**config.mk**
```make
export PLATFORM = sky130hd
export DESIGN_NAME = dpic_imem_pipe
export DESIGN_NICKNAME = d
export VERILOG_FILES = /design/src/rtl/dpic_imem_pipe.sv
export SDC_FILE = /design/constraint.sdc
export NUM_CORES = 1
export LEC_CHECK = 0
export CORE_ASPECT_RATIO = 1.5
export CORE_MARGIN = 3
export CORE_UTILIZATION = 49
export CTS_CLUSTER_SIZE = 20
export DETAILED_ROUTE_END_ITERATION = 10
export PLACE_DENSITY_LB_ADDON = 0.2
export SLEW_MARGIN = 10
export SYNTH_ARGS = -nofsm -noshare
export SYNTH_HDL_FRONTEND = slang
export SYNTH_SLANG_ARGS = --single-unit
```
**constraint.sdc**
```tcl
create_clock -name clock -period 8.6 [get_ports clock]
set_clock_uncertainty 0.05 [all_clocks]
set_input_delay 0.86 -clock clock [delete_from_list [all_inputs] [get_ports clock]]
set_output_delay 0.86 -clock clock [all_outputs]
set_load 0.005 [all_outputs]
```
**src/rtl/dpic_imem_pipe.sv**
```systemverilog
// dpic_imem_pipe: simulation instruction-memory model behind a valid/ready fetch
// interface. Each accepted aligned fetch reads the memory image once
// (dpic_imem_read), travels a LATENCY-deep delay line and lands in a DEPTH-entry
// in-order response queue. Misaligned fetches return err=1 and inst=0 without
// reading the memory.
// Latency: a request accepted at edge N is first visible on resp_* after edge N+LATENCY.
// Backpressure: req_ready drops when DEPTH requests are outstanding. The credit
// count means the queue can never overflow, so the delay line itself never stalls.
// Ports:
//   clock, reset             : clock, synchronous active-high reset
//   req_valid/req_ready/req_pc : fetch request channel
//   resp_valid/resp_ready    : response channel, head of queue
//   resp_inst/resp_pc/resp_err : head payload, driven to zero while the queue is empty
//   flush                    : drops every outstanding request and response
//   busy                     : at least one request is outstanding
module dpic_imem_pipe #(
  parameter int INST_WIDTH = 32,
  parameter int ADDR_WIDTH = 32,
  parameter int LATENCY    = 2,   // 1..8
  parameter int DEPTH      = 4    // power of two, >= 2
) (
  input  logic                  clock,
  input  logic                  reset,
  input  logic                  req_valid,
  output logic                  req_ready,
  input  logic [ADDR_WIDTH-1:0] req_pc,
  output logic                  resp_valid,
  input  logic                  resp_ready,
  output logic [INST_WIDTH-1:0] resp_inst,
  output logic [ADDR_WIDTH-1:0] resp_pc,
  output logic                  resp_err,
  input  logic                  flush,
  output logic                  busy
);

  localparam int PW = $clog2(DEPTH);
  localparam int CW = PW + 1;

  // Behavioural stand-in for the C++ memory model, so the block elaborates
  // on its own. The image is "addi s0, zero, k". k is the word offset from
  // 0x80000000, folded with the upper address bits. Every address bit feeds
  // the result.
  function automatic logic [INST_WIDTH-1:0] dpic_imem_read(input logic [ADDR_WIDTH-1:0] pc);
    logic [31:0] p;
    logic [11:0] imm;
    p   = 32'(pc);
    imm = p[13:2] ^ p[25:14] ^ {6'd0, p[31:26] ^ 6'h20} ^ {10'd0, p[1:0]};
    return INST_WIDTH'({imm, 20'h00413});
  endfunction

  // Outstanding-request credit count.
  logic [CW-1:0] cnt_q, cnt_d;
  logic          accept;
  logic          pop;
  logic          misalign;

  // Delay line.
  logic [LATENCY-1:0]    stg_vld_q;
  logic [LATENCY-1:0]    stg_err_q;
  logic [ADDR_WIDTH-1:0] stg_pc_q   [LATENCY];
  logic [INST_WIDTH-1:0] stg_inst_q [LATENCY];

  // Response queue. The pointers carry one extra wrap bit, so full and empty
  // can be told apart.
  logic [DEPTH-1:0]      q_err_q;
  logic [ADDR_WIDTH-1:0] q_pc_q   [DEPTH];
  logic [INST_WIDTH-1:0] q_inst_q [DEPTH];
  logic [CW-1:0]         wr_ptr_q, rd_ptr_q;
  logic [PW-1:0]         wr_idx, rd_idx;
  logic                  q_empty;
  logic                  q_wr;

  assign wr_idx   = wr_ptr_q[PW-1:0];
  assign rd_idx   = rd_ptr_q[PW-1:0];
  assign q_empty  = (wr_ptr_q == rd_ptr_q);
  assign misalign = |req_pc[1:0];

  // Ready depends only on state, flush and reset, never on req_valid.
  // A pop in this cycle does not free a credit until the next edge.
  assign req_ready = !reset && !flush && (cnt_q < CW'(DEPTH));
  assign accept    = req_valid && req_ready;

  assign resp_valid = !q_empty;
  // A response shown during flush is discarded, not consumed.
  assign pop        = resp_valid && resp_ready && !flush;
  assign busy       = (cnt_q != '0);

  assign resp_pc   = resp_valid ? q_pc_q[rd_idx]   : '0;
  assign resp_inst = resp_valid ? q_inst_q[rd_idx] : '0;
  assign resp_err  = resp_valid ? q_err_q[rd_idx]  : 1'b0;

  // An entry leaving the last delay stage is written into the queue.
  // During flush it is dropped with everything else.
  assign q_wr = stg_vld_q[LATENCY-1] && !flush;

  always_comb begin
    cnt_d = cnt_q;
    if (flush) begin
      cnt_d = '0;
    end else if (accept && !pop) begin
      cnt_d = cnt_q + CW'(1);
    end else if (pop && !accept) begin
      cnt_d = cnt_q - CW'(1);
    end
  end

  always_ff @(posedge clock) begin
    if (reset) begin
      cnt_q <= '0;
    end else begin
      cnt_q <= cnt_d;
    end
  end

  // The valid bits advance every cycle; nothing downstream can stall them.
  always_ff @(posedge clock) begin
    if (reset || flush) begin
      stg_vld_q <= '0;
    end else begin
      stg_vld_q[0] <= accept;
      for (int i = 1; i < LATENCY; i++) begin
        stg_vld_q[i] <= stg_vld_q[i-1];
      end
    end
  end

  // The memory is read exactly once, on the accepting edge, and only for
  // aligned addresses.
  always_ff @(posedge clock) begin
    if (!reset && accept) begin
      stg_pc_q[0]  <= req_pc;
      stg_err_q[0] <= misalign;
      if (misalign) begin
        stg_inst_q[0] <= '0;
      end else begin
        stg_inst_q[0] <= dpic_imem_read(req_pc);
      end
    end
    for (int i = 1; i < LATENCY; i++) begin
      stg_pc_q[i]   <= stg_pc_q[i-1];
      stg_err_q[i]  <= stg_err_q[i-1];
      stg_inst_q[i] <= stg_inst_q[i-1];
    end
  end

  always_ff @(posedge clock) begin
    if (reset || flush) begin
      wr_ptr_q <= '0;
      rd_ptr_q <= '0;
    end else begin
      if (q_wr) begin
        wr_ptr_q <= wr_ptr_q + CW'(1);
      end
      if (pop) begin
        rd_ptr_q <= rd_ptr_q + CW'(1);
      end
    end
  end

  // Queue storage is not reset. The outputs are gated by resp_valid, so
  // stale entries are never visible.
  always_ff @(posedge clock) begin
    if (!reset && q_wr) begin
      q_pc_q[wr_idx]   <= stg_pc_q[LATENCY-1];
      q_inst_q[wr_idx] <= stg_inst_q[LATENCY-1];
      q_err_q[wr_idx]  <= stg_err_q[LATENCY-1];
    end
  end

endmodule
```
Yosys cells after proc, flatten, opt, wreduce, memory -nomap -nowiden
Memory sizes are Yosys's and may differ from the RTL's. A register that Yosys moved wholly into a read port is not among the register bits. Cells that the tools add are included.

Bits of input ports: 37. Register bits after elaboration: 17. Bits in writable memories: 384. Output and inout port bits: 68. Logic and storage cells: 71. Memories kept: 4.

Memory list: q_inst_q (depth 4, width 32, read ports 1, clocked after Yosys merged registers in 1, wr ports 1, RTL line 67) `logic [INST_WIDTH-1:0] q_inst_q [DEPTH];`; q_pc_q (depth 4, width 32, read ports 1, clocked after Yosys merged registers in 1, wr ports 1, RTL line 66) `logic [ADDR_WIDTH-1:0] q_pc_q [DEPTH];`; stg_inst_q (depth 2, width 32, read ports 2, clocked after Yosys merged registers in 0, wr ports 2, RTL line 61) `logic [INST_WIDTH-1:0] stg_inst_q [LATENCY];`; stg_pc_q (depth 2, width 32, read ports 2, clocked after Yosys merged registers in 0, wr ports 2, RTL line 60) `logic [ADDR_WIDTH-1:0] stg_pc_q [LATENCY];`.

$add $sub $neg: 4. Bitwise logic cells: 5. Reductions and logical operators: 21. Equality and inequality tests: 1. Muxes and demuxes: 25. Magnitude comparators: 4.

Operator list (count): $mux 32 (3); $mux 1 (13); $xor 12x12->12 (1); $xor 12x2->12 (1); $xor 12x6->12 (1); $logic_and 1x1->1 (11); $add 3x1->3 const B (3); $mux 2 (4); $lt 2x3->1 const B (2); $mux 3 (2); $logic_not 1->1 (5); $bwmux 4 (1); $reduce_or 2->1 (2); $eq 3x3->1 (1); $lt 3x3->1 const B (1); $reduce_bool 3->1 (1); $sub 3x1->3 const B (1); $bmux 1 s2 (1); $demux 1 s2 (1); $ge 2x1->1 const B (1); $reduce_bool 2->1 (1); $logic_or 1x1->1 (1); $not 1->1 (1); $or 1x1->1 (1).

Longest topological paths before layout
Gate-level depths: netlist of run 1.

Depth in word-level cells: 8. Depth in mapped cells: 11. Mapped depth without buffers: 9.

Least setup slack after synthesis of run 1
Ideal clock, no wire load.

Path kind: input port to flip-flop. Start: input port reset. End: register stg_err_q[0] (enable). Path buffers: 1. Data required time: 7.970 ns. Setup time: 0.580 ns. Cell stages on the path: 2. Arrival time: 5.842 ns. Slack: 2.128 ns. Path through: clkbuf_1 -> nor4b_1.

Longest elaborated chain between the ends: 5.

RTL lines: start, declared (RTL line 23) `input logic reset,`; $logic_not 1->1 * (RTL line 80, 130); $logic_and 1x1->1 (2 in series) (RTL line 80) `assign req_ready = !reset && !flush && (cnt_q < CW'(DEPTH));`; $logic_and 1x1->1 (RTL line 81) `assign accept = req_valid && req_ready;`; $logic_and 1x1->1 * (RTL line 130) `if (!reset && accept) begin`; end signal, assigned (RTL line 132) `stg_err_q[0] <= misalign;`; end signal, assigned by index (RTL line 141) `stg_err_q[i] <= stg_err_q[i-1];`; end, declared (RTL line 59) `logic [LATENCY-1:0] stg_err_q;`.

Every way passes the cells marked *; elsewhere a longest branch is shown, timed or not. A chain may end at the register's enable or synchronous reset.

==> metrics.txt, run 1 <==
# TYPE chip_impl_metric gauge
chip_impl_metric{name="r2r_cells",unit=""} 9
chip_impl_metric{name="vias_per_cell",unit=""} 5.218
chip_impl_info{name="critPathSlowestCell",value="dfxtp_4"} 1
chip_impl_metric{name="avgRoutedWirePerCell",unit="µm"} 19.77
chip_impl_info{name="timing.hold.worst.start",value="stg_inst_q[0][21]"} 1
chip_impl_metric{name="final_util",unit="%"} 60.14
chip_impl_metric{name="synth.avg_cell_area",unit="µm²"} 19.89
chip_impl_metric{name="grt_overflow_total",unit=""} 0
chip_impl_metric{name="post_cts_hold_buffer_count",unit=""} 0
chip_impl_metric{name="dp_slack",unit="ns"} 5.072
chip_impl_metric{name="drt_wl_total",unit="µm"} 17850
chip_impl_metric{name="setup-tns-final",unit="ns"} 0
chip_impl_info{name="top_usage_layer",value="met2"} 1
chip_impl_metric{name="grt.total_usage",unit="%"} 15.55
chip_impl_metric{name="areaGrowthSynthToFinish",unit="%"} 19.44
chip_impl_metric{name="synth_seq_area_share",unit="%"} 77.75
chip_impl_metric{name="fillers",unit=""} 1509
chip_impl_metric{name="top_level_ports",unit=""} 105
chip_impl_info{name="hold-path-endpoint",value="stg_inst_q[0][53]"} 1
chip_impl_metric{name="yosysWarnings",unit=""} 0
chip_impl_metric{name="placed_area",unit="µm²"} 11500
chip_impl_metric{name="final_cells",unit=""} 903
chip_impl_info{name="cts.root.buffer_cell",value="clkbuf_16"} 1
chip_impl_metric{name="place_congestion",unit=""} 0.7914
chip_impl_metric{name="power.static_leakage",unit="nW"} 4.023
chip_impl_info{name="worstReg2RegEnd",value="cnt_q[2]"} 1
chip_impl_metric{name="stdcell_area",unit="µm²"} 12420
chip_impl_metric{name="initialDrtViolationCount",unit=""} 325
chip_impl_metric{name="slew_headroom",unit="%"} 36.23
chip_impl_metric{name="regToRegSetupSlack",unit="ns"} 6.14
chip_impl_metric{name="synth_top_cell_area_share",unit="%"} 66.39
chip_impl_metric{name="grtUsageMet1",unit="%"} 18.84
chip_impl_metric{name="worst_slew_pin_slew",unit="ns"} 0.9566
chip_impl_metric{name="placed_cells_incl_taps",unit=""} 858
chip_impl_metric{name="post-route-worst-setup-slack",unit="ns"} 4.894
chip_impl_metric{name="grt_first_pass_wirelength",unit="µm"} 27880
chip_impl_metric{name="timing.final.setup_violations",unit=""} 0
chip_impl_metric{name="fmax",unit="GHz"} 0.2699
chip_impl_metric{name="dieHeight",unit="µm"} 184.5
chip_impl_metric{name="holdWs",unit="ns"} 0.2885
chip_impl_metric{name="die-area",unit="µm²"} 23050
chip_impl_metric{name="row_count",unit=""} 64
chip_impl_metric{name="place_hpwl",unit="µm"} 10150
chip_impl_metric{name="critical_path_required",unit="ns"} 7.69
chip_impl_metric{name="global_route_track_usage_on_met2",unit="%"} 29.02
chip_impl_metric{name="finalPower",unit="mW"} 2.814
chip_impl_metric{name="buffer_ports.inserted",unit=""} 88
chip_impl_metric{name="nets_final",unit=""} 665
chip_impl_metric{name="clk_path_buf_depth",unit=""} 3
chip_impl_metric{name="grt_max_degree",unit=""} 48
chip_impl_info{name="yosys-top-cells-area",value="edfxtp_1, dfxtp_1, mux4_2"} 1
chip_impl_metric{name="cap_violations",unit=""} 0
chip_impl_metric{name="cp.buffers_inverters",unit=""} 1
chip_impl_metric{name="hold_viol_final",unit=""} 0
chip_impl_metric{name="post_cts_buffers",unit=""} 0
chip_impl_metric{name="core_region_area",unit="µm²"} 20660
chip_impl_info{name="worstHoldPathType",value="flop to flop"} 1
chip_impl_metric{name="h_tree_levels",unit=""} 1
chip_impl_info{name="tritoncts",value="done"} 1
chip_impl_metric{name="finalMaxSlewViolations",unit=""} 0
chip_impl_info{name="crit_end_category",value="primary output"} 1
chip_impl_metric{name="synth.lib_cells_used.distinct",unit=""} 36
chip_impl_metric{name="syn_area",unit="µm²"} 10400
chip_impl_info{name="status",value="finished clean"} 1
chip_impl_metric{name="grt.met3_usage",unit="%"} 2.580
chip_impl_metric{name="clkSinkCount",unit=""} 289
chip_impl_metric{name="grt_antenna_before_repair",unit=""} 0
chip_impl_info{name="crit_path_cell_trace",value="mux4_2 -> nor2b_1 -> clkdlybuf4s50_1"} 1
chip_impl_metric{name="vias",unit=""} 4712
chip_impl_metric{name="clock_latency",unit="ns"} 0.51
chip_impl_metric{name="finalCriticalPeriod",unit="ns"} 3.706
chip_impl_info{name="grt_setup_unrepaired",value="no"} 1
chip_impl_metric{name="vdd.ir_drop.worst",unit="mV"} 0.1805
chip_impl_info{name="cpLargestDelayFamily",value="flip-flops"} 1
chip_impl_metric{name="initial_utilization",unit="%"} 50.35
chip_impl_metric{name="timing.critical_path.fanout_max",unit=""} 45
chip_impl_metric{name="ctsResizeCount",unit=""} 0
chip_impl_metric{name="drive_above_1_share",unit="%"} 16.59
chip_impl_metric{name="drc_errors_left",unit=""} 0
chip_impl_metric{name="antenna_cells_inserted",unit=""} 0
chip_impl_metric{name="antenna_nets_post_route",unit=""} 0
chip_impl_info{name="cp-start-kind",value="flop"} 1
chip_impl_metric{name="yosys_register_bits",unit=""} 289
chip_impl_metric{name="critPathArrivalTime",unit="ns"} 2.80
chip_impl_metric{name="first_global_vias",unit=""} 5106
chip_impl_info{name="worstSetupPathType",value="flop to primary output"} 1
chip_impl_metric{name="post_synth_inst_count",unit=""} 523
chip_impl_metric{name="min_period_over_period",unit="%"} 43.09
chip_impl_metric{name="number_of_detailed_routing_iterations_run_before_antenna_repair",unit=""} 4
chip_impl_metric{name="min_delay_path_depth",unit=""} 0
chip_impl_info{name="synth_largest_area_cell",value="edfxtp_1"} 1
chip_impl_metric{name="dieWidth",unit="µm"} 125.0
chip_impl_metric{name="power_per_cell_area",unit="nW/µm²"} 226.5
chip_impl_metric{name="tritoncts.num_buffers",unit=""} 25
chip_impl_info{name="crit-reg2reg-launch",value="rd_ptr_q[0]"} 1
chip_impl_metric{name="cts.clk_slew.worst_paths",unit="ns"} 0.07
chip_impl_metric{name="slowest_stage_delay_on_critical_path",unit="ns"} 0.97
[cell usage after synthesis]
library cell  instances
nand2_1               3
nor3_2                1
nor2_1               21
buf_4                24
a31oi_1               1
dfxtp_1              59
or2_2                 1
xor2_1                9
o211ai_1              4
mux2i_1               2
a21oi_1               3
nand2b_1              1
buf_1                 1
conb_1                1
or3_1                 2
o21ai_0               2
ha_1                  6
nor4b_1               5
nand3_1               2
xnor2_1              17
and2_1                1
mux4_2               46
edfxtp_1            230
nand4_1               3
nor4b_2               1
inv_1                 7
xor2_2                2
buf_2                 9
a211o_1               1
and3_1                4
or3b_1                1
clkbuf_1              4
nor2b_1              46
nor3b_1               1
buf_6                 1
fa_1                  1
[layout make-up]
class	instances	area, µm²	share of cell area [%]
Timing Repair Buffer	95	933.4	7.513
Clock buffer	31	678.2	5.458
Tap cell	264	330.3	2.659
Clock inverter	14	250.2	2.014
Sequential cell	289	8093	65.14
Inverter	7	26.28	0.2115
Multi-Input combinational cell	203	2113	17.01
[worst reg2reg max path, delay by kind of cell (launching register included)]
family                   cells  cell delay [ns]
adder cells (fa/ha/maj)      2             0.56
XOR/XNOR                     2             0.35
flip-flops                   1             0.54
AND/OR/NAND/NOR              3             0.67
AO/OA/AOI/OAI                1             0.14
buffers and inverters        1             0.07
[metal layers]
metal	up-vias	part of all wire, %
li1	2150	-
met1	2442	39
met2	103	55
met3	17	5.0
met4	0	1.2
met5	-	0
[cell families (layout without fill, tap and decap cells)]
kind of cell | Yosys count | in the layout | share of synthesized area, %
flip-flops | 289 | 289 | 77.75
AND/OR/NAND/NOR | 93 | 93 | 5.268
multiplexers | 48 | 48 | 10.15
buffers and inverters | 46 | 147 | 2.706
XOR/XNOR | 28 | 28 | 2.502
AO/OA/AOI/OAI | 11 | 11 | 0.6736
adder cells (fa/ha/maj) | 7 | 7 | 0.9141
other | 1 | 16 | 0.03605
[worst max path at each step]
| stage | cells past startpoint | slack (ns) | to |
|---|---|---|---|
| 2_1_floorplan | 2 | 2.13 | stg_err_q[0] |
| 3_3_place_gp | 4 | 5.17 | req_ready |
| 3_5_place_dp | 4 | 5.07 | req_ready |
| 4_1_cts | 3 | 4.81 | resp_pc[4] |
| 5_1_grt | 3 | 4.69 | resp_pc[4] |
| 6_report | 3 | 4.89 | resp_pc[3] |
[power breakdown]
group	leakage (nW)	internal [mW]	switching, mW
clock network	0.454	0.770	0.466
logic	1.01	0.0292	0.0260
registers	2.56	1.51	0.00886
[flip-flops by register name (all words and copies together) (netlist names), named ones only]
name / flops
cnt_q: 3
q_err_q: 4
q_inst_q: 52
q_pc_q: 128
rd_ptr_q: 3
stg_err_q: 2
stg_inst_q: 26
stg_pc_q: 64
stg_vld_q: 2
wr_ptr_q: 3
[placed cells by master (no fill, tap or decap), types with 9 or more instances in the layout]
cell type,synthesis,final
xnor2_1,17,17
nor2b_1,46,46
conb_1,1,16
xor2_1,9,9
mux4_2,46,46
clkdlybuf4s50_1,0,88
nor2_1,21,20
edfxtp_1,230,230
dfxtp_1,59,57
clkbuf_16,0,25
Power figures use the tool's default switching activity.
==> inputs of run 2 (changes only) <==
==> constraint.sdc (replaced) <==
create_clock -name clock -period 3.4 [get_ports clock]
set_clock_uncertainty 0.05 [all_clocks]
set_input_delay 0.34 -clock clock [delete_from_list [all_inputs] [get_ports clock]]
set_output_delay 0.34 -clock clock [all_outputs]
set_load 0.005 [all_outputs]
==> run 2 against run 1 <==
Compared with the run above: power up 140%; largest power group unchanged; register-to-register slack got worse by 5.2 ns; count of clock-buffer cells in the layout increased by 3; first-iteration DRC count is 7.1% lower; worst setup slack got worse by 4.6 ns.
==> metrics.txt, run 2 (synthesis results as in run 1) <==
# TYPE chip_impl_metric gauge
chip_impl_metric{name="hold_viol_final",unit=""} 0
chip_impl_metric{name="dieHeight",unit="µm"} 184.5
chip_impl_metric{name="fmax",unit="GHz"} 0.3260
chip_impl_info{name="mostFrequentLayoutCell",value="edfxtp_1"} 1
chip_impl_metric{name="antenna_nets_post_route",unit=""} 0
chip_impl_info{name="cp-start-kind",value="flop"} 1
chip_impl_info{name="worstReg2RegEnd",value="cnt_q[2]"} 1
chip_impl_info{name="worstSetupPathType",value="flop to primary output"} 1
chip_impl_metric{name="initial_utilization",unit="%"} 50.35
chip_impl_metric{name="top_level_ports",unit=""} 105
chip_impl_metric{name="power.switching_fraction",unit="%"} 18.12
chip_impl_metric{name="finalMaxSlewViolations",unit=""} 0
chip_impl_metric{name="ctsResizeCount",unit=""} 0
chip_impl_metric{name="clk_path_buf_depth",unit=""} 3
chip_impl_metric{name="number_of_flip_flops_in_the_largest_register",unit=""} 128
chip_impl_metric{name="clock_latency",unit="ns"} 0.50
chip_impl_metric{name="min_delay_path_depth",unit=""} 0
chip_impl_metric{name="initialDrtViolationCount",unit=""} 302
chip_impl_metric{name="cts.clk_slew.worst_paths",unit="ns"} 0.06
chip_impl_metric{name="power_per_cell_area",unit="nW/µm²"} 549.4
chip_impl_info{name="timing.hold.worst.start",value="stg_pc_q[0][18]"} 1
chip_impl_info{name="critPathSlowestCell",value="dfxtp_4"} 1
chip_impl_metric{name="row_count",unit=""} 64
chip_impl_info{name="crit_end_category",value="primary output"} 1
chip_impl_metric{name="place_hpwl",unit="µm"} 10700
chip_impl_metric{name="buffer_ports.inserted",unit=""} 88
chip_impl_metric{name="post_cts_hold_buffer_count",unit=""} 0
chip_impl_metric{name="first_global_vias",unit=""} 5136
chip_impl_metric{name="vias",unit=""} 4694
chip_impl_metric{name="regToRegSetupSlack",unit="ns"} 0.90
chip_impl_metric{name="nets_final",unit=""} 669
chip_impl_metric{name="avgRoutedWirePerCell",unit="µm"} 19.64
chip_impl_metric{name="slew_headroom",unit="%"} 49.54
chip_impl_metric{name="regArea",unit="µm²"} 8093
chip_impl_metric{name="worst_slew_pin_slew",unit="ns"} 0.7551
chip_impl_info{name="registers.top_by_ff_count",value="q_pc_q"} 1
chip_impl_metric{name="slowest_stage_delay_on_critical_path",unit="ns"} 0.63
chip_impl_info{name="grt_setup_unrepaired",value="no"} 1
chip_impl_metric{name="fillers",unit=""} 1496
chip_impl_info{name="crit_path_cell_trace",value="buf_4 -> mux4_2 -> nor2b_1 -> clkdlybuf4s50_1"} 1
chip_impl_info{name="hold-path-endpoint",value="stg_pc_q[0][50]"} 1
chip_impl_info{name="status",value="finished clean"} 1
chip_impl_metric{name="drt_wl_total",unit="µm"} 17860
chip_impl_metric{name="dp_slack",unit="ns"} 0.6546
chip_impl_metric{name="post_cts_buffers",unit=""} 0
chip_impl_metric{name="min_period_over_period",unit="%"} 90.22
chip_impl_metric{name="grt_first_pass_wirelength",unit="µm"} 28080
chip_impl_metric{name="grt_max_degree",unit=""} 48
chip_impl_metric{name="cap_violations",unit=""} 0
chip_impl_metric{name="critical_path_required",unit="ns"} 3.01
chip_impl_metric{name="vdd.ir_drop.worst",unit="mV"} 0.3651
chip_impl_metric{name="multi_input_comb_area",unit="µm²"} 2122
chip_impl_metric{name="grt_overflow_total",unit=""} 0
chip_impl_metric{name="clkSinkCount",unit=""} 289
chip_impl_metric{name="number_of_detailed_routing_iterations_run_before_antenna_repair",unit=""} 5
chip_impl_metric{name="clockPowerShare",unit="%"} 41.6
chip_impl_metric{name="drc_errors_left",unit=""} 0
chip_impl_info{name="cts.root.buffer_cell",value="clkbuf_16"} 1
chip_impl_metric{name="power.static_leakage",unit="nW"} 4.016
chip_impl_metric{name="timing.critical_path.fanout_max",unit=""} 21
chip_impl_metric{name="place_congestion",unit=""} 0.7671
chip_impl_metric{name="post-route-worst-setup-slack",unit="ns"} 0.3326
chip_impl_metric{name="power.share.sequential",unit="%"} 56.4
chip_impl_metric{name="r2r_cells",unit=""} 9
chip_impl_metric{name="tritoncts.num_buffers",unit=""} 25
chip_impl_info{name="reg_top3",value="q_pc_q: 128 flops, stg_pc_q: 64 flops, q_inst_q: 52 flops"} 1
chip_impl_metric{name="grt.total_usage",unit="%"} 15.65
chip_impl_metric{name="finalCriticalPeriod",unit="ns"} 3.067
chip_impl_info{name="worstHoldPathType",value="flop to flop"} 1
chip_impl_metric{name="combinationalPowerShare",unit="%"} 2.0
chip_impl_metric{name="finalPower",unit="mW"} 6.829
chip_impl_metric{name="core_region_area",unit="µm²"} 20660
chip_impl_metric{name="cp.buffers_inverters",unit=""} 2
chip_impl_info{name="cpLargestDelayFamily",value="buffers and inverters"} 1
chip_impl_metric{name="dieWidth",unit="µm"} 125.0
chip_impl_metric{name="timing.final.setup_violations",unit=""} 0
chip_impl_metric{name="placed_cells_incl_taps",unit=""} 862
chip_impl_metric{name="h_tree_levels",unit=""} 1
chip_impl_metric{name="p_int",unit="mW"} 5.592
chip_impl_info{name="tritoncts",value="done"} 1
chip_impl_metric{name="areaGrowthSynthToFinish",unit="%"} 19.51
chip_impl_metric{name="final_cells",unit=""} 909
chip_impl_metric{name="grt_antenna_before_repair",unit=""} 3
chip_impl_metric{name="drive_above_1_share",unit="%"} 16.80
chip_impl_info{name="final_cell_mix",value="edfxtp_1, clkdlybuf4s50_1, dfxtp_1, mux4_2, nor2b_1"} 1
chip_impl_metric{name="die-area",unit="µm²"} 23050
chip_impl_info{name="crit-reg2reg-launch",value="wr_ptr_q[1]"} 1
chip_impl_metric{name="setup-tns-final",unit="ns"} 0
chip_impl_metric{name="critPathArrivalTime",unit="ns"} 2.68
chip_impl_metric{name="vias_per_cell",unit=""} 5.164
chip_impl_metric{name="switchingPower",unit="mW"} 1.237
-- run 2: cell types whose count changed in the layout (fill, tap and decap cells not counted), sizes merged --
cell	change
buf	+4
bufinv	-4
clkbuf	+3
diode	+2
clkinv	+1
clkinvlp	+1
inv	-1
-- run 2: worst max-delay path by stage --
stage,from,end,slack (ns),depth (start not counted)
after floorplan,reset,q_err_q[3],0.72,4
after global placement,flush,cnt_q[2],0.76,8
after detailed placement,flush,cnt_q[2],0.65,8
after CTS,flop,resp_inst[21],0.24,4
after global routing,flop,resp_inst[21],0.15,4
final,flop,resp_inst[21],0.33,4
-- run 2: through the flow --
step	utilization (%)	area, µm²	hold WS, ns
after floorplan	-	10480	0.2733
after global placement	56.07	11580	0.2740
after detailed placement	56.07	11580	0.2769
after CTS	60.15	12430	0.2917
after global routing	60.17	12430	0.2965
final	60.17	12430	0.2907
-- run 2: final cells by class --
cell class                 count  share of cell area [%]
multi-input combinational    203                   17.07
inverter                       7                  0.2114
clock inverter                11                   1.067
antenna                        2                 0.04026
tap                          264                   2.657
timing repair buffer          99                   8.152
sequential                   289                   65.10
clock buffer                  34                   5.707
-- run 2: metal layers --
| layer | GRT usage [%] | vias up | share of wire, % |
|---|---|---|---|
| met5 | 0 | - | 0.073 |
| met4 | 5.599 | 2 | 2.4 |
| met3 | 2.783 | 30 | 5.1 |
| met2 | 29.13 | 124 | 55 |
| met1 | 18.17 | 2374 | 38 |
| li1 | - | 2164 | - |
-- run 2: power by group through the flow --
stage	Clock, mW	Combinational [mW]	Sequential (mW)
final	2.84	0.139	3.85
after global routing	3.06	0.152	3.85
after CTS	2.91	0.142	3.85
after detailed placement	0	0.141	3.93
after global placement	0	0.139	3.92
after floorplan	0	0.0757	3.92
==> inputs of run 3 (changes only) <==
--- a/config.mk
+++ b/config.mk
@@ -11,6 +11,7 @@
 export CTS_CLUSTER_SIZE = 20
 export DETAILED_ROUTE_END_ITERATION = 10
 export PLACE_DENSITY_LB_ADDON = 0.2
+export REMOVE_ABC_BUFFERS = 1
 export SLEW_MARGIN = 10
 export SYNTH_ARGS = -nofsm -noshare
 export SYNTH_HDL_FRONTEND = slang
==> run 3 against run 2 <==
Compared with the run above: first-iteration DRC count fell by 3.0%; sequential power barely moved; critical path depth rose by 1; die area did not move; non-clock buffer count fell by 1; worst setup slack improved by 0.016 ns; core utilization fell by 0.13 points; sequential cell count did not move; register-to-register slack improved by 0.03 ns; highest routed layer is now met4.
==> metrics.txt, run 3 (synthesis results as in run 1) <==
# TYPE chip_impl_metric gauge
chip_impl_info{name="status",value="finished clean"} 1
chip_impl_metric{name="final_cells",unit=""} 905
chip_impl_metric{name="setup-tns-final",unit="ns"} 0
chip_impl_metric{name="initialDrtViolationCount",unit=""} 293
chip_impl_metric{name="drive_above_1_share",unit="%"} 16.38
chip_impl_metric{name="timing.critical_path.fanout_max",unit=""} 47
chip_impl_metric{name="power.static_leakage",unit="nW"} 3.995
chip_impl_info{name="registers.top_by_ff_count",value="q_pc_q"} 1
chip_impl_metric{name="clkSinkCount",unit=""} 289
chip_impl_info{name="tritoncts",value="done"} 1
chip_impl_metric{name="areaGrowthSynthToFinish",unit="%"} 19.24
chip_impl_info{name="final_cell_mix",value="edfxtp_1, clkdlybuf4s50_1, dfxtp_1, mux4_2, nor2b_1"} 1
chip_impl_metric{name="worst_slew_pin_slew",unit="ns"} 0.8089
chip_impl_metric{name="post_cts_buffers",unit=""} 0
chip_impl_metric{name="grt_antenna_before_repair",unit=""} 0
chip_impl_metric{name="fmax",unit="GHz"} 0.3277
chip_impl_metric{name="placed_area",unit="µm²"} 11590
chip_impl_metric{name="grt_max_degree",unit=""} 48
chip_impl_metric{name="grt.total_usage",unit="%"} 14.96
chip_impl_metric{name="vias_per_cell",unit=""} 5.172
chip_impl_metric{name="dp_slack",unit="ns"} 0.6543
chip_impl_info{name="worstSetupPathType",value="flop to primary output"} 1
chip_impl_metric{name="h_tree_levels",unit=""} 1
chip_impl_metric{name="antenna_cells_inserted",unit=""} 0
chip_impl_metric{name="slew_headroom",unit="%"} 45.95
chip_impl_metric{name="power_per_cell_area",unit="nW/µm²"} 542.4
chip_impl_metric{name="dieHeight",unit="µm"} 184.5
chip_impl_metric{name="place_hpwl",unit="µm"} 10020
chip_impl_metric{name="critPathArrivalTime",unit="ns"} 2.66
chip_impl_metric{name="timing.final.setup_violations",unit=""} 0
chip_impl_metric{name="nets_final",unit=""} 667
chip_impl_metric{name="avgRoutedWirePerCell",unit="µm"} 19.02
chip_impl_metric{name="placed_cells_incl_taps",unit=""} 861
chip_impl_metric{name="top_level_ports",unit=""} 105
chip_impl_metric{name="min_period_over_period",unit="%"} 89.74
chip_impl_metric{name="stdcell_area",unit="µm²"} 12400
chip_impl_info{name="reg_top3",value="q_pc_q: 128 flops, stg_pc_q: 64 flops, q_inst_q: 52 flops"} 1
chip_impl_metric{name="core_region_area",unit="µm²"} 20660
chip_impl_metric{name="post-route-worst-setup-slack",unit="ns"} 0.3488
chip_impl_info{name="crit_end_category",value="primary output"} 1
chip_impl_metric{name="row_count",unit=""} 64
chip_impl_metric{name="dieWidth",unit="µm"} 125.0
chip_impl_metric{name="grt_first_pass_wirelength",unit="µm"} 27080
chip_impl_metric{name="tritoncts.num_buffers",unit=""} 24
chip_impl_metric{name="die-area",unit="µm²"} 23050
chip_impl_metric{name="drc_errors_left",unit=""} 0
chip_impl_metric{name="post_cts_hold_buffer_count",unit=""} 0
chip_impl_metric{name="drt_wl_total",unit="µm"} 17210
chip_impl_metric{name="first_global_vias",unit=""} 4970
chip_impl_metric{name="initial_utilization",unit="%"} 50.35
chip_impl_metric{name="grt_overflow_total",unit=""} 0
chip_impl_metric{name="vdd.ir_drop.worst",unit="mV"} 0.3626
chip_impl_metric{name="finalMaxSlewViolations",unit=""} 0
chip_impl_metric{name="number_of_flip_flops_in_the_largest_register",unit=""} 128
chip_impl_metric{name="cts.clk_slew.worst_paths",unit="ns"} 0.06
chip_impl_metric{name="finalCriticalPeriod",unit="ns"} 3.051
chip_impl_metric{name="hold_viol_final",unit=""} 0
chip_impl_metric{name="critical_path_required",unit="ns"} 3.01
chip_impl_info{name="cts.root.buffer_cell",value="clkbuf_16"} 1
chip_impl_info{name="mostFrequentLayoutCell",value="edfxtp_1"} 1
chip_impl_info{name="cp-start-kind",value="flop"} 1
chip_impl_metric{name="buffer_ports.inserted",unit=""} 88
chip_impl_metric{name="fillers",unit=""} 1525
chip_impl_metric{name="clock_latency",unit="ns"} 0.50
chip_impl_metric{name="ctsResizeCount",unit=""} 0
chip_impl_info{name="grt_setup_unrepaired",value="no"} 1
chip_impl_metric{name="clk_path_buf_depth",unit=""} 3
chip_impl_metric{name="place_congestion",unit=""} 0.7349
chip_impl_metric{name="number_of_detailed_routing_iterations_run_before_antenna_repair",unit=""} 4
chip_impl_info{name="worstHoldPathType",value="flop to flop"} 1
chip_impl_metric{name="antenna_nets_post_route",unit=""} 0
chip_impl_metric{name="vias",unit=""} 4681
chip_impl_metric{name="cap_violations",unit=""} 0
## run 3: stage by stage
step                      hold slack, ns  total power, mW  utilization [%]
final                             0.2857            6.729            60.04
after detailed placement          0.2769            4.066            56.12
after global routing              0.2967            6.946            60.04
after floorplan                   0.2733            3.979                -
after global placement            0.2739            4.059            56.12
after CTS                         0.2862            6.794            60.04
## run 3: cell type report
type | count | area (µm²) | area share [%]
sequential | 289 | 8093 | 65.24
multi-input combinational | 203 | 2113 | 17.04
timing repair buffer | 98 | 1031 | 8.311
clock buffer | 34 | 709.4 | 5.719
tap | 264 | 330.3 | 2.663
clock inverter | 10 | 101.3 | 0.8170
inverter | 7 | 26.28 | 0.2118
## run 3: final timing paths
kind         cells past startpoint      startpoint  slack (ns)         endpoint
min                              0  stg_pc_q[0][4]        0.29  stg_pc_q[0][36]
max reg2reg                      9     rd_ptr_q[0]        0.93         cnt_q[2]
max                              5     rd_ptr_q[0]        0.35     resp_inst[0]
min reg2reg                      0  stg_pc_q[0][4]        0.29  stg_pc_q[0][36]
## run 3: worst max-delay path, cell delays in order (launching register included)
cell and delay, ns:
dfxtp_1 0.53, xor2_2 0.19, nor3_4 0.24, buf_4 0.53, nor2b_1 0.17, clkdlybuf4s50_1 0.49
## run 3: power breakdown
group	switching [mW]	internal, mW	total, mW
logic	0.0629	0.0743	0.137
registers	0.0206	3.83	3.85
clock network	1.14	1.61	2.74
total	1.22	5.51	6.73
## run 3: per-layer routing
metal	up-vias	GRT usage (%)	wire [µm]
li1	2161	-	-
met2	116	27.64	9274
met3	26	2.204	794
met4	0	4.470	337
met5	-	0	0
met1	2378	18.29	6802
